`src/rtl/axil_reg_resp.sv`:
```
// AXI4-Lite slave holding NREG 32-bit configuration registers; register 0 reads as a fixed
// version constant. One transaction in flight per channel, response valid one cycle after accept.
module axil_reg_resp #(
    parameter int          AWIDTH  = 32,
    parameter int          DWIDTH  = 32,
    parameter int          SWIDTH  = 4,
    parameter int          NREG    = 16,
    parameter logic [31:0] VERSION = 32'h2017_0001
) (
    input  logic                   clk,
    input  logic                   rst,
    input  logic                   awvalid,
    output logic                   awready,
    input  logic [AWIDTH-1:0]      awaddr,
    input  logic                   wvalid,
    output logic                   wready,
    input  logic [DWIDTH-1:0]      wdata,
    input  logic [SWIDTH-1:0]      wstrb,
    output logic                   bvalid,
    input  logic                   bready,
    output logic [1:0]             bresp,
    input  logic                   arvalid,
    output logic                   arready,
    input  logic [AWIDTH-1:0]      araddr,
    output logic                   rvalid,
    input  logic                   rready,
    output logic [DWIDTH-1:0]      rdata,
    output logic [1:0]             rresp,
    output logic [NREG*DWIDTH-1:0] cfg_regs,
    output logic [NREG-1:0]        cfg_wr_pulse
);
    localparam int         IW          = $clog2(NREG);
    localparam logic [1:0] RESP_OKAY   = 2'b00;
    localparam logic [1:0] RESP_SLVERR = 2'b10;

    typedef enum logic {W_IDLE = 1'b0, W_RESP = 1'b1} w_state_t;
    typedef enum logic {R_IDLE = 1'b0, R_DATA = 1'b1} r_state_t;

    w_state_t          w_state_r;
    w_state_t          w_state_next_s;
    r_state_t          r_state_r;
    r_state_t          r_state_next_s;
    logic              wr_accept_s;
    logic              rd_accept_s;
    logic              wr_apply_s;
    logic              rd_in_range_s;
    logic [IW-1:0]     wr_idx_s;
    logic [IW-1:0]     rd_idx_s;
    logic [DWIDTH-1:0] regs_r [1:NREG-1];
    logic [DWIDTH-1:0] view_s [0:NREG-1];
    logic [1:0]        bresp_r;
    logic [1:0]        rresp_r;
    logic [DWIDTH-1:0] rdata_r;
    logic [NREG-1:0]   wr_pulse_r;
    logic              unused_s;

    function automatic logic addr_in_range(input logic [AWIDTH-1:0] addr);
        return (addr >> (IW + 2)) == {AWIDTH{1'b0}};
    endfunction

    assign wr_idx_s      = awaddr[IW+1:2];
    assign rd_idx_s      = araddr[IW+1:2];
    assign wr_apply_s    = addr_in_range(awaddr) && (wr_idx_s != {IW{1'b0}});
    assign rd_in_range_s = addr_in_range(araddr);
    assign unused_s      = ^{awaddr[1:0], araddr[1:0]};

    // Register view: slot 0 is the version constant, independent of reset.
    always_comb begin
        view_s[0] = VERSION;
        for (int i = 1; i < NREG; i++) begin
            view_s[i] = regs_r[i];
        end
    end

    // Flatten the register view onto the configuration bus.
    always_comb begin
        cfg_regs = {(NREG*DWIDTH){1'b0}};
        for (int i = 0; i < NREG; i++) begin
            cfg_regs[i*DWIDTH +: DWIDTH] = view_s[i];
        end
    end

    // Write FSM next state; AW and W are only taken together, never one alone.
    always_comb begin
        w_state_next_s = w_state_r;
        wr_accept_s    = 1'b0;
        case (w_state_r)
            W_IDLE: begin
                if (!rst && awvalid && wvalid) begin
                    wr_accept_s    = 1'b1;
                    w_state_next_s = W_RESP;
                end else begin
                    w_state_next_s = W_IDLE;
                end
            end
            W_RESP: begin
                if (bready) begin
                    w_state_next_s = W_IDLE;
                end else begin
                    w_state_next_s = W_RESP;
                end
            end
            default: w_state_next_s = W_IDLE;
        endcase
    end

    // Write FSM state, response code and per-register write pulse.
    always_ff @(posedge clk or posedge rst) begin
        if (rst) begin
            w_state_r  <= W_IDLE;
            bresp_r    <= RESP_OKAY;
            wr_pulse_r <= {NREG{1'b0}};
        end else begin
            w_state_r  <= w_state_next_s;
            wr_pulse_r <= {NREG{1'b0}};
            if (wr_accept_s) begin
                bresp_r <= wr_apply_s ? RESP_OKAY : RESP_SLVERR;
                if (wr_apply_s) begin
                    wr_pulse_r[wr_idx_s] <= 1'b1;
                end
            end
        end
    end

    // Register storage with byte-lane strobes; index 0 has no storage.
    always_ff @(posedge clk or posedge rst) begin
        if (rst) begin
            for (int i = 1; i < NREG; i++) begin
                regs_r[i] <= {DWIDTH{1'b0}};
            end
        end else if (wr_accept_s && wr_apply_s) begin
            for (int i = 1; i < NREG; i++) begin
                if (wr_idx_s == IW'(i)) begin
                    for (int k = 0; k < SWIDTH; k++) begin
                        if (wstrb[k]) begin
                            regs_r[i][8*k +: 8] <= wdata[8*k +: 8];
                        end
                    end
                end
            end
        end
    end

    // Read FSM next state.
    always_comb begin
        r_state_next_s = r_state_r;
        rd_accept_s    = 1'b0;
        case (r_state_r)
            R_IDLE: begin
                if (!rst && arvalid) begin
                    rd_accept_s    = 1'b1;
                    r_state_next_s = R_DATA;
                end else begin
                    r_state_next_s = R_IDLE;
                end
            end
            R_DATA: begin
                if (rready) begin
                    r_state_next_s = R_IDLE;
                end else begin
                    r_state_next_s = R_DATA;
                end
            end
            default: r_state_next_s = R_IDLE;
        endcase
    end

    // Read FSM state and captured read data; sampling before the register edge gives pre-write data.
    always_ff @(posedge clk or posedge rst) begin
        if (rst) begin
            r_state_r <= R_IDLE;
            rdata_r   <= {DWIDTH{1'b0}};
            rresp_r   <= RESP_OKAY;
        end else begin
            r_state_r <= r_state_next_s;
            if (rd_accept_s) begin
                if (rd_in_range_s) begin
                    rdata_r <= view_s[rd_idx_s];
                    rresp_r <= RESP_OKAY;
                end else begin
                    rdata_r <= {DWIDTH{1'b0}};
                    rresp_r <= RESP_SLVERR;
                end
            end
        end
    end

    assign awready      = wr_accept_s;
    assign wready       = wr_accept_s;
    assign bvalid       = (w_state_r == W_RESP);
    assign bresp        = bresp_r;
    assign arready      = (r_state_r == R_IDLE) && !rst;
    assign rvalid       = (r_state_r == R_DATA);
    assign rdata        = rdata_r;
    assign rresp        = rresp_r;
    assign cfg_wr_pulse = wr_pulse_r;

endmodule

```
`config.mk`:
```
export PLATFORM = sky130hd
export DESIGN_NAME = axil_reg_resp
export DESIGN_NICKNAME = d
export VERILOG_FILES = /design/src/rtl/axil_reg_resp.sv
export SDC_FILE = /design/constraint.sdc
export NUM_CORES = 1
export LEC_CHECK = 0
export ABC_AREA = 0
export CORE_ASPECT_RATIO = 0.6
export CORE_MARGIN = 2
export CORE_UTILIZATION = 45
export CTS_CLUSTER_SIZE = 14
export DETAILED_ROUTE_END_ITERATION = 10
export HOLD_SLACK_MARGIN = 0.12
export PLACE_DENSITY = 0.77
export RECOVER_POWER = 100
export SLEW_MARGIN = 10
export SYNTH_ARGS = -nofsm -noshare
export SYNTH_HDL_FRONTEND = slang
export SYNTH_SLANG_ARGS = --single-unit
```
`constraint.sdc`:
```
create_clock -name clk -period 25.5 [get_ports clk]
set_input_delay 3.825 -clock clk [delete_from_list [all_inputs] [get_ports clk]]
set_output_delay 3.825 -clock clk [all_outputs]
set_load 0.02 [all_outputs]
```
==> flow_summary.json <==
{
  "run_status": "finished, violations left",
  "failed_checks": "capacitance limit, slew limit",
  "post_cts.resized_instances": 0,
  "floorplan.rows": 67,
  "drive_gt1_share_pct": 24.0,
  "floorplan.initialDensity_pct": 45.7,
  "fin_tns_setup_ns": 0,
  "detailed_place_hpwl_microns": 65100,
  "yosys_warnings": 0,
  "max_clock_freq_mhz": 64.9,
  "final_setup_fails": 0,
  "power.share.clock_pct": 46.6,
  "critical_path_arrival_ns": 13.70,
  "grt_first_pass_wirelength_microns": 133000,
  "holdCritPathClass": "flop to flop",
  "hold-path-cell-count": 1,
  "worst_setup_path_end_kind": "asynchronous set/reset pin",
  "power.ir.vdd_worst_mv": 0.0464,
  "ys_seq_area_share_pct": 52.0,
  "postRouteWirelength_microns": 91500,
  "cp_data_required_time_ns": 23.80,
  "post_synth_and_or_nand_nor_area_fraction_pct": 6.51,
  "post_cts.repair.setup_buffers": 0,
  "critical_path_class": "input pin to asynchronous set/reset pin",
  "vias_in_the_first_global_route": 18400,
  "global_route.usage.total_pct": 30.5,
  "place.port_buffers": 637,
  "dp.cells": 2997,
  "cp_max_fo": 175,
  "timing.final.crit_period_ns": 15.40,
  "synth_seq_cells": 532,
  "clock_tree.htree_level_count": 2,
  "post-route-period-util_pct": 60.4,
  "max_slew_margin_pct": -532,
  "synth.top_cells.by_area": "dfrtp_1 (52%), mux2_2 (16%), mux2_4 (7.5%), mux4_2 (7.5%), mux2i_1 (2.1%)",
  "worstMarginPinSlew_ns": 9.48,
  "clock_root_cell": "clkbuf_16",
  "clock_insertion_delay_worst_skew_ns": 0.59,
  "post-synth-top-area-cell": "dfrtp_1",
  "netlist_area_sq_mm": 0.0256,
  "synth_async_sr_flop_share_pct": 100,
  "synthMuxAreaShare_pct": 34.1,
  "routabilityCongestion": 0.892,
  "cts_made_buffers": 52,
  "gr-total-overflow": 0,
  "power.internal_uw": 1360,
  "synthAdderAreaFrac_pct": 0,
  "final_cells": 3092,
  "drt_pass1_iterations": 5,
  "postSynth.topFlopCell": "dfrtp_1",
  "post_synth_xor_area_fraction_pct": 0,
  "synth_compound_gate_area_share_pct": 3.39,
  "grt_max_degree": 176,
  "switching_share_pct": 23.2,
  "cts_sinks": 532,
  "routed-via-count": 18200,
  "total_leakage_power_uw": 0.0173,
  "report.final.hold_viol_count": 0,
  "clkSlewWorstSetupHoldPaths_ns": 0.06,
  "synth.distinct_cells": 47,
  "antenna_found_initial": 3,
  "avgRoutedWirePerCell_microns": 29.6,
  "p_sw_uw": 410,
  "power.sequential.fraction_pct": 47.8,
  "reg2reg_setup_slack_ns": 19.96,
  "worst_setup_path_startpoint": "rst",
  "die-area_sq_mm": 0.0589,
  "combinationalPowerShare_pct": 5.6,
  "synth_area_per_cell_sq_um": 14.8,
  "rr_endpoint": "rdata[8]",
  "synth_largest_type_area_fraction_pct": 52.0,
  "worst_hold_startpoint": "rdata[9]",
  "timing.rr.start": "rvalid",
  "ant_nets": 0,
  "drc_errors": 0,
  "num-nets-final": 2399,
  "maxCapViolCount": 11,
  "die-width_microns": 312,
  "area.growth.synth_to_final_pct": 29.9,
  "fp.dieH_microns": 189,
  "finalClockSkew_ns": 0.0171,
  "startpoint_type": "input pin",
  "worstHoldEndpoint": "rdata[9]",
  "grt_setup_unrepaired": "false",
  "clock_tree_from_tritoncts": "built",
  "ys_top_cells_by_count": "dfrtp_1 (532), mux2_2 (364), mux2_4 (128)",
  "reg2reg_depth": 6,
  "via_per_inst": 5.90,
  "io_pins": 676,
  "timing_max_transition_violations_final": 571,
  "dominant_combinational_cell_family_by_area_after_synthesis": "multiplexers",
  "synth_edf_count": 0,
  "ctsLongestPathBuffers": 3,
  "postSynthCellCount": 1735,
  "synthMostInstantiatedCell": "dfrtp_1",
  "power.density_cell_area_mw_per_mm2": 53.1,
  "core_region_area_sq_mm": 0.0560,
  "dr.first_iter.drc_count": 1611,
  "ctsHoldBuffers": 0
}
[critical path, cell delays in order]
cell	delay, ns
dlygate4sd3_1	0.63
clkinvlp_2	2.26
clkbuf_1	6.59
[flip-flops by register name (all words and copies together), names as in the netlist]
signal / cells
bresp: 1
bvalid: 1
cfg_regs: 480
cfg_wr_pulse: 16
rdata: 32
rresp: 1
rvalid: 1
[layout by cell type (no fill, tap or decap), types with 3 or more instances in the layout]
cell / synthesis / routed
clkdlybuf4s50_1: 0 / 97
mux2_2: 364 / 358
mux2i_1: 54 / 54
clkbuf_16: 0 / 54
conb_1: 2 / 35
mux4_2: 85 / 85
mux2_4: 128 / 6
mux2_1: 23 / 151
or3b_2: 9 / 9
nor3_1: 9 / 9
o22ai_1: 11 / 11
a32o_1: 30 / 30
dfrtp_1: 532 / 532
clkbuf_1: 94 / 19
or4_1: 16 / 22
nand3b_1: 4 / 4
o21bai_1: 24 / 24
or3_1: 6 / 6
clkinv_2: 0 / 4
buf_4: 35 / 11
and4b_1: 3 / 3
clkbuf_8: 0 / 12
nand2_1: 60 / 60
nor2b_1: 20 / 19
bufinv_16: 0 / 6
a221oi_1: 30 / 30
nand2b_1: 5 / 5
nor4_1: 15 / 19
clkinvlp_4: 0 / 4
inv_1: 11 / 10
nor2_1: 43 / 42
dlygate4sd3_1: 0 / 536
nand4_1: 8 / 38
[final cells by class]
| cell class | count | area [sq um] |
|---|---|---|
| tap | 759 | 950 |
| sequential | 532 | 13300 |
| inverter | 11 | 42.5 |
| timing repair buffer | 652 | 6460 |
| fill | 4494 | 22700 |
| clock inverter | 15 | 246 |
| multi-input combinational | 1043 | 10700 |
| clock buffer | 79 | 1570 |
| antenna | 1 | 2.50 |
[layer usage]
| metal | global-route usage, % | up-vias | share of wire (%) | wire length, microns |
|---|---|---|---|---|
| met1 | 41.4 | 9691 | 41 | 37800 |
| met5 | 0 | - | 0.015 | 14 |
| li1 | - | 7576 | - | - |
| met3 | 9.44 | 151 | 9.6 | 8820 |
| met4 | 7.54 | 2 | 2.5 | 2300 |
| met2 | 48.1 | 818 | 47 | 42600 |
[logic make-up after synthesis]
group,after synthesis
buffers and inverters,193
flip-flops,532
AO/OA/AOI/OAI,103
other,2
AND/OR/NAND/NOR,251
multiplexers,654
[power groups by stage]
| stage | Sequential, uW | Combinational, uW | Clock (uW) |
|---|---|---|---|
| finish | 845 | 99.6 | 824 |
| global route | 845 | 107 | 868 |
| CTS | 845 | 102 | 834 |
| detailed placement | 860 | 101 | 0 |
| global placement | 860 | 99.2 | 0 |
| floorplan | 862 | 61.5 | 0 |
[how the worst max path moves through the flow]
stage,end,slack [ns],depth (start not counted)
floorplan,wready,5.05,4
global placement,awready,15.51,5
detailed placement,awready,15.52,5
CTS,awready,15.51,5
global route,cfg_regs[151],8.03,3
finish,cfg_regs[438],10.10,3
[per-stage QoR]
step           power [uW]  utilization, %  hold slack [ns]  setup WS, ns  cell area (sq um)
3_3_place_gp          960            57.6            0.475         15.51              32200
6_report             1770            59.4            0.486         10.10              33300
2_1_floorplan         923               -            0.602          5.05              25700
5_1_grt              1820            59.4            0.508          8.03              33300
4_1_cts              1780            60.8            0.494         15.51              34000
3_5_place_dp          962            57.6            0.486         15.52              32200
(Power assumes the default switching activity.)
